--- src/rtl/kairo_dbg_pkg.sv ---
// Shared debug-module definitions: DMI register map, abstract command fields,
// cmderr encoding and the abstract-register sequencer states.
package kairo_dbg_pkg;

  localparam logic [6:0] DMI_DATA0      = 7'h04;
  localparam logic [6:0] DMI_ABSTRACTCS = 7'h16;
  localparam logic [6:0] DMI_COMMAND    = 7'h17;

  typedef enum logic [2:0] {
    CMDERR_NONE       = 3'd0,
    CMDERR_BUSY       = 3'd1,
    CMDERR_NOTSUP     = 3'd2,
    CMDERR_EXCEPTION  = 3'd3,
    CMDERR_HALTRESUME = 3'd4
  } cmderr_e;

  localparam int CMD_TYPE_LSB     = 24;
  localparam int CMD_AARSIZE_LSB  = 20;
  localparam int CMD_POSTEXEC_BIT = 18;
  localparam int CMD_TRANSFER_BIT = 17;
  localparam int CMD_WRITE_BIT    = 16;
  localparam int CMD_REGNO_LSB    = 0;

  localparam logic [2:0] AARSIZE_32 = 3'd2;

  typedef enum logic [1:0] {
    ST_IDLE  = 2'd0,
    ST_ISSUE = 2'd1,
    ST_WAIT  = 2'd2
  } dm_state_e;

  // progbufsize is 0 and datacount is 1: only data0 exists.
  function automatic logic [31:0] abstractcs_word(input logic busy, input cmderr_e err);
    logic [31:0] w;
    w        = '0;
    w[12]    = busy;
    w[10:8]  = err;
    w[3:0]   = 4'd1;
    return w;
  endfunction

endpackage

--- src/rtl/kairo_dm_absreg.sv ---
// Abstract "Access Register" command engine: decodes DMI command writes, keeps
// data0/abstractcs and drives one register access into the hart per command.
module kairo_dm_absreg
  import kairo_dbg_pkg::*;
#(
  parameter int          AR_RD_LATENCY = 1,
  parameter logic [15:0] REGNO_LIMIT   = 16'h0FFF
) (
  input  logic        CLK,
  input  logic        RST_N,
  input  logic        DMI_EN,
  input  logic        DMI_WR,
  input  logic [6:0]  DMI_AD,
  input  logic [31:0] DMI_DI,
  output logic [31:0] DMI_DO,
  input  logic        HALTED,
  output logic        AR_EN,
  output logic        AR_WR,
  output logic [15:0] AR_AD,
  output logic [31:0] AR_DI,
  input  logic [31:0] AR_DO
);

  localparam logic [1:0] LAT_LAST = 2'(AR_RD_LATENCY - 1);

  dm_state_e   state_q, state_d;
  cmderr_e     cmderr_q, cmderr_d;
  logic [31:0] data0_q, data0_d;
  logic [31:0] dmi_do_q, dmi_do_d;
  logic        ar_en_q, ar_en_d;
  logic        ar_wr_q, ar_wr_d;
  logic [15:0] ar_ad_q, ar_ad_d;
  logic [31:0] ar_di_q, ar_di_d;
  logic [1:0]  cnt_q, cnt_d;

  logic        busy;
  logic        dmi_rd, dmi_wr;
  logic        busy_violation;
  logic        cmd_fmt_ok;
  logic [15:0] cmd_regno;
  logic        unused_cmd_bits;

  assign busy   = (state_q != ST_IDLE);
  assign dmi_rd = DMI_EN & ~DMI_WR;
  assign dmi_wr = DMI_EN & DMI_WR;

  assign cmd_regno  = DMI_DI[CMD_REGNO_LSB +: 16];
  assign cmd_fmt_ok = (DMI_DI[CMD_TYPE_LSB +: 8] == 8'd0) &&
                      (DMI_DI[CMD_AARSIZE_LSB +: 3] == AARSIZE_32) &&
                      !DMI_DI[CMD_POSTEXEC_BIT];
  assign unused_cmd_bits = DMI_DI[23] ^ DMI_DI[19];

  // Touching data0 or the command path while a command is in flight is a
  // sticky busy error; reads of abstractcs are always harmless.
  assign busy_violation = busy &&
    ((dmi_wr && (DMI_AD == DMI_DATA0 || DMI_AD == DMI_ABSTRACTCS || DMI_AD == DMI_COMMAND)) ||
     (dmi_rd && (DMI_AD == DMI_DATA0)));

  always_comb begin
    state_d  = state_q;
    cmderr_d = cmderr_q;
    data0_d  = data0_q;
    dmi_do_d = dmi_do_q;
    ar_en_d  = 1'b0;
    ar_wr_d  = ar_wr_q;
    ar_ad_d  = ar_ad_q;
    ar_di_d  = ar_di_q;
    cnt_d    = cnt_q;

    if (dmi_rd) begin
      case (DMI_AD)
        DMI_DATA0:      dmi_do_d = data0_q;
        DMI_ABSTRACTCS: dmi_do_d = abstractcs_word(busy, cmderr_q);
        default:        dmi_do_d = 32'd0;
      endcase
    end

    case (state_q)
      ST_IDLE: begin
        if (dmi_wr) begin
          case (DMI_AD)
            DMI_DATA0:      data0_d  = DMI_DI;
            DMI_ABSTRACTCS: cmderr_d = cmderr_e'(cmderr_q & ~DMI_DI[10:8]);
            DMI_COMMAND: begin
              if (cmderr_q == CMDERR_NONE) begin
                if (!cmd_fmt_ok) begin
                  cmderr_d = CMDERR_NOTSUP;
                end else if (!HALTED) begin
                  cmderr_d = CMDERR_HALTRESUME;
                end else if (!DMI_DI[CMD_TRANSFER_BIT]) begin
                  cmderr_d = CMDERR_NONE;
                end else if (cmd_regno > REGNO_LIMIT) begin
                  cmderr_d = CMDERR_EXCEPTION;
                end else begin
                  state_d = ST_ISSUE;
                  ar_en_d = 1'b1;
                  ar_wr_d = DMI_DI[CMD_WRITE_BIT];
                  ar_ad_d = cmd_regno;
                  ar_di_d = data0_q;
                end
              end
            end
            default: ;
          endcase
        end
      end
      ST_ISSUE: begin
        cnt_d   = 2'd0;
        state_d = ar_wr_q ? ST_IDLE : ST_WAIT;
      end
      ST_WAIT: begin
        if (cnt_q == LAT_LAST) begin
          data0_d = AR_DO;
          state_d = ST_IDLE;
        end else begin
          cnt_d = cnt_q + 2'd1;
        end
      end
      default: state_d = ST_IDLE;
    endcase

    // Evaluated last so an error set always overrides any clear above.
    if (busy_violation && cmderr_q == CMDERR_NONE) cmderr_d = CMDERR_BUSY;
  end

  always_ff @(posedge CLK) begin
    if (!RST_N) begin
      state_q  <= ST_IDLE;
      cmderr_q <= CMDERR_NONE;
      data0_q  <= 32'd0;
      dmi_do_q <= 32'd0;
      ar_en_q  <= 1'b0;
      ar_wr_q  <= 1'b0;
      ar_ad_q  <= 16'd0;
      ar_di_q  <= 32'd0;
      cnt_q    <= 2'd0;
    end else begin
      state_q  <= state_d;
      cmderr_q <= cmderr_d;
      data0_q  <= data0_d;
      dmi_do_q <= dmi_do_d;
      ar_en_q  <= ar_en_d;
      ar_wr_q  <= ar_wr_d;
      ar_ad_q  <= ar_ad_d;
      ar_di_q  <= ar_di_d;
      cnt_q    <= cnt_d;
    end
  end

  assign DMI_DO = dmi_do_q;
  assign AR_EN  = ar_en_q;
  assign AR_WR  = ar_wr_q;
  assign AR_AD  = ar_ad_q;
  assign AR_DI  = ar_di_q;

endmodule

--- config.mk ---
export PLATFORM = sky130hd
export DESIGN_NAME = kairo_dm_absreg
export DESIGN_NICKNAME = d
export VERILOG_FILES = /design/src/rtl/kairo_dbg_pkg.sv /design/src/rtl/kairo_dm_absreg.sv
export SDC_FILE = /design/constraint.sdc
export NUM_CORES = 1
export LEC_CHECK = 0
export CAP_MARGIN = 0
export CORE_MARGIN = 2
export CORE_UTILIZATION = 43
export CTS_BUF_LIST = sky130_fd_sc_hd__clkbuf_4
export CTS_CLUSTER_DIAMETER = 40
export DETAILED_ROUTE_END_ITERATION = 6
export GPL_ROUTABILITY_DRIVEN = 0
export PLACE_DENSITY = 0.78
export SLEW_MARGIN = 20
export SYNTH_ARGS = -nofsm -noshare
export SYNTH_HDL_FRONTEND = slang
export SYNTH_SLANG_ARGS = --single-unit
--- constraint.sdc ---
create_clock -name CLK -period 1.92 [get_ports CLK]
set_input_delay 0.192 -clock CLK [delete_from_list [all_inputs] [get_ports CLK]]
set_output_delay 0.192 -clock CLK [all_outputs]
set_load 0.01 [all_outputs]
==> flow_summary.toml, run 1 <==
[run_status]
outcome = "complete, but fails checks"
violations = "negative setup slack"

[grt]
grt_pass1_wl_um = 21900
overflow = 0
grt_start_max_net_pins = 70
antenna_found_initial = 1
track_usage_pct = 23.9
grt_pass1_vias = 4548

[synth]
synthSimpleGateAreaFrac_pct = 19.4
ys_types = 41
yosysWarnings = 0
synth_flop_cell = "dfxtp_1"
avgSynthCellArea_um2 = 8.88
synth_cells = 536
synth_edf_count = 0
syn_area_um2 = 4760
postSynth.asyncResetShare_pct = 0
synth_compound_area_share_pct = 18.3
synthMuxAreaShare_pct = 6.73
synth_xor_area_share_pct = 0
synth_most_common_cell = "dfxtp_1"
synth-seq-cells = 121
synth_fa_ha_area_share_pct = 0.263
yosys.area.top_type = "dfxtp_1"
synth_top_area_share_pct = 50.9
yosys-top-cells-count = "dfxtp_1 (121), nand2_1 (86), nor2_1 (70)"
ys_top_cells_by_area = "dfxtp_1 (51%), nand2_1 (6.8%), mux2i_1 (6.7%), nor2_1 (5.5%), a211oi_1 (5.0%)"
synth_nets = 613
synth_top_family_by_area = "simple AND/OR/NAND/NOR gates"
ys_seq_area_share_pct = 50.9

[timing]
hold_violations = 0
fmax_ghz = 0.519
finalSetupViolations = 3
rsz0062_at_grt = "true"
finalClockSkew_ns = 0.0300
setup_ws_ns = -0.00575
fin_crit_sh_pct = 100
hold_slack_ns = 0.229
slew_violations = 0
slew-limit-headroom_pct = 69.0
worstMarginPinSlew_ns = 0.461
period_needed_ns = 1.93

[clocking]
path_clk_slew_ns = 0.10
cts_tree = "done"
cts_sinks = 121
cts_buffer_depth = 2
cts_buffers = 17
htreeDepth = 4
clk_latency_ns = 0.51
cts-root-buf = "clkbuf_4"

[die]
io_pins = 158
rows = 38
core_um2 = 10800
die_w_um = 109
die_y_um = 109
die_area_um2 = 11900
start_util_pct = 43.9

[placement]
dp.cells = 836
hpwl_um = 10000
place_ws_ns = -0.637
io_buffers = 157

[route]
via_count = 4601
drc = 0
antenna_left = 0
drt_wl_total_um = 14000
routedWlPerCell_um = 16.0
drt-initial-drc-count = 251
vias_per_cell = 5.28
first_pass_iters = 5

[power]
p_int_uw = 3600
swShare_pct = 23.6
p_seq_share_pct = 53.2
cellLeakagePower_uw = 0.00240
p_switching_uw = 1110
clkPwrFrac_pct = 40.0
ir_drop_mv = 0.372
power_frac_comb_pct = 6.7
p_per_area_nw_per_um2 = 664

[critical_path]
path_buf_inv = 2
endpoint_kind = "flip-flop"
cp_top_family = "simple AND/OR/NAND/NOR gates"
cp_cell_sequence = "clkdlybuf4s50_1 -> or4b_4 -> or2_4 -> buf_4 -> or2_2 -> or3_4 -> a21oi_2"
required_ns = 2.35
crit_type = "in2reg"
worstPathArrival_ns = 2.35
cp_max_fo = 3
startpoint_type = "input pin"
r2r_start = "state_q[1]"
cp-startpoint = "DMI_AD[2]"
critPathSlowestCell = "or4b_4"
rrSetupSlack_ns = 0.06
cp_slowest_stage_delay_ns = 0.50

[cells_and_area]
fin_util_pct = 65.5
final_cells = 871
drive_above_1_share_pct = 15.6
fin_nets = 794
fillerInstances = 912
multi_input_area_um2 = 2190
regArea_um2 = 2420
syn_to_final_growth_pct = 49.3

[job]
cap_violations = 0

[min_path]
hold_start = "DMI_AD[5]"
hold_path_class = "in2reg"
-- final timing paths --
check,end,cells after the start
setup reg to reg,cmderr_q[2],6
setup / recovery,cmderr_q[2],7
hold / removal,cmderr_q[0],4
hold reg to reg,AR_DI[30],2
-- state kept, by name, summed over array words and instances, names as in the netlist --
| signal | flops |
|---|---|
| state_q | 2 |
| AR_AD | 16 |
| AR_WR | 1 |
| DMI_DO | 32 |
| cmderr_q | 3 |
| cnt_q | 2 |
| data0_q | 32 |
| AR_DI | 32 |
| AR_EN | 1 |
-- power by group through the flow --
stage / clock [uW] / sequential (uW) / combinational (uW)
2_1_floorplan: 0 / 2570 / 84.7
3_3_place_gp: 0 / 2570 / 308
3_5_place_dp: 0 / 2570 / 314
4_1_cts: 1920 / 2510 / 317
5_1_grt: 2040 / 2510 / 338
6_report: 1890 / 2510 / 317
-- per-layer routing --
metal  GRT usage (%)  wire length (um)  up-vias
li1                -                 -     2244
met1            29.0              5850     2135
met2            40.2              6730      195
met3            6.16              1030       27
met4            10.0               350        0
met5               0                 0        -
-- kinds of logic (layout without fill, tap and decap cells) --
| kind of cell | Yosys count | count (layout) |
|---|---|---|
| simple gates | 207 | 207 |
| compound gates | 128 | 128 |
| flops | 121 | 121 |
| buf+inv | 47 | 241 |
| mux | 32 | 32 |
| fa+ha+maj | 1 | 1 |
| other cells | 0 | 1 |
-- repair_timing --
item | in CTS | in global routing
gates resized for setup | 4 | 6
buffers inserted | 0 | 2
endpoints found under the setup margin | 43 | 5
hold buffers | 0 | 0
pin swaps | 1 | 5
-- cell usage in the layout (no fill, tap or decap), drive strengths merged, types with 4 or more instances in the layout --
| cell type | count |
|---|---|
| inv | 6 |
| dfxtp | 121 |
| a21oi | 49 |
| clkdlybuf4s50 | 155 |
| a31oi | 4 |
| mux2i | 32 |
| clkbuf | 17 |
| a211oi | 32 |
| clkinv | 9 |
| nor3 | 8 |
| and3 | 6 |
| o21ai | 5 |
| nand3 | 4 |
| nand2 | 96 |
| a22oi | 28 |
| buf | 47 |
| nor2 | 70 |
-- worst min-delay path: stages --
cell            delay [ns]
dlymetal6s2s_1        0.10
or4b_4                0.16
or4_1                 0.13
a311oi_1              0.08
-- layout make-up --
type | count | area share [%]
tap | 140 | 2.47
inverter | 5 | 0.282
timing repair buffer | 204 | 28.0
sequential | 121 | 34.1
multi-input combinational | 368 | 30.8
antenna | 1 | 0.0352
clock inverter | 15 | 2.47
clock buffer | 17 | 1.80
-- metrics by stage --
stage | power (uW) | TNS [ns] | instance area [um^2]
finish | 4720 | -0.0147 | 7110
global route | 4890 | -0.0115 | 7110
CTS | 4750 | 0 | 7070
detailed placement | 2880 | -34.30 | 6750
global placement | 2880 | -33.51 | 6750
floorplan | 2650 | -0.684 | 4780
No activity file was read; power rests on OpenSTA's default activity.
==> run 2: changes to the inputs <==
Settings changed: SLEW_MARGIN 20 to 10.
==> results of run 2 <==
Final layout, timing and power as in run 1 (identical DEF).
==> run 3: changes to the inputs <==
Settings changed: GPL_TIMING_DRIVEN from default to 1.
==> results of run 3 <==
Final layout, timing and power as in run 1 (identical DEF).
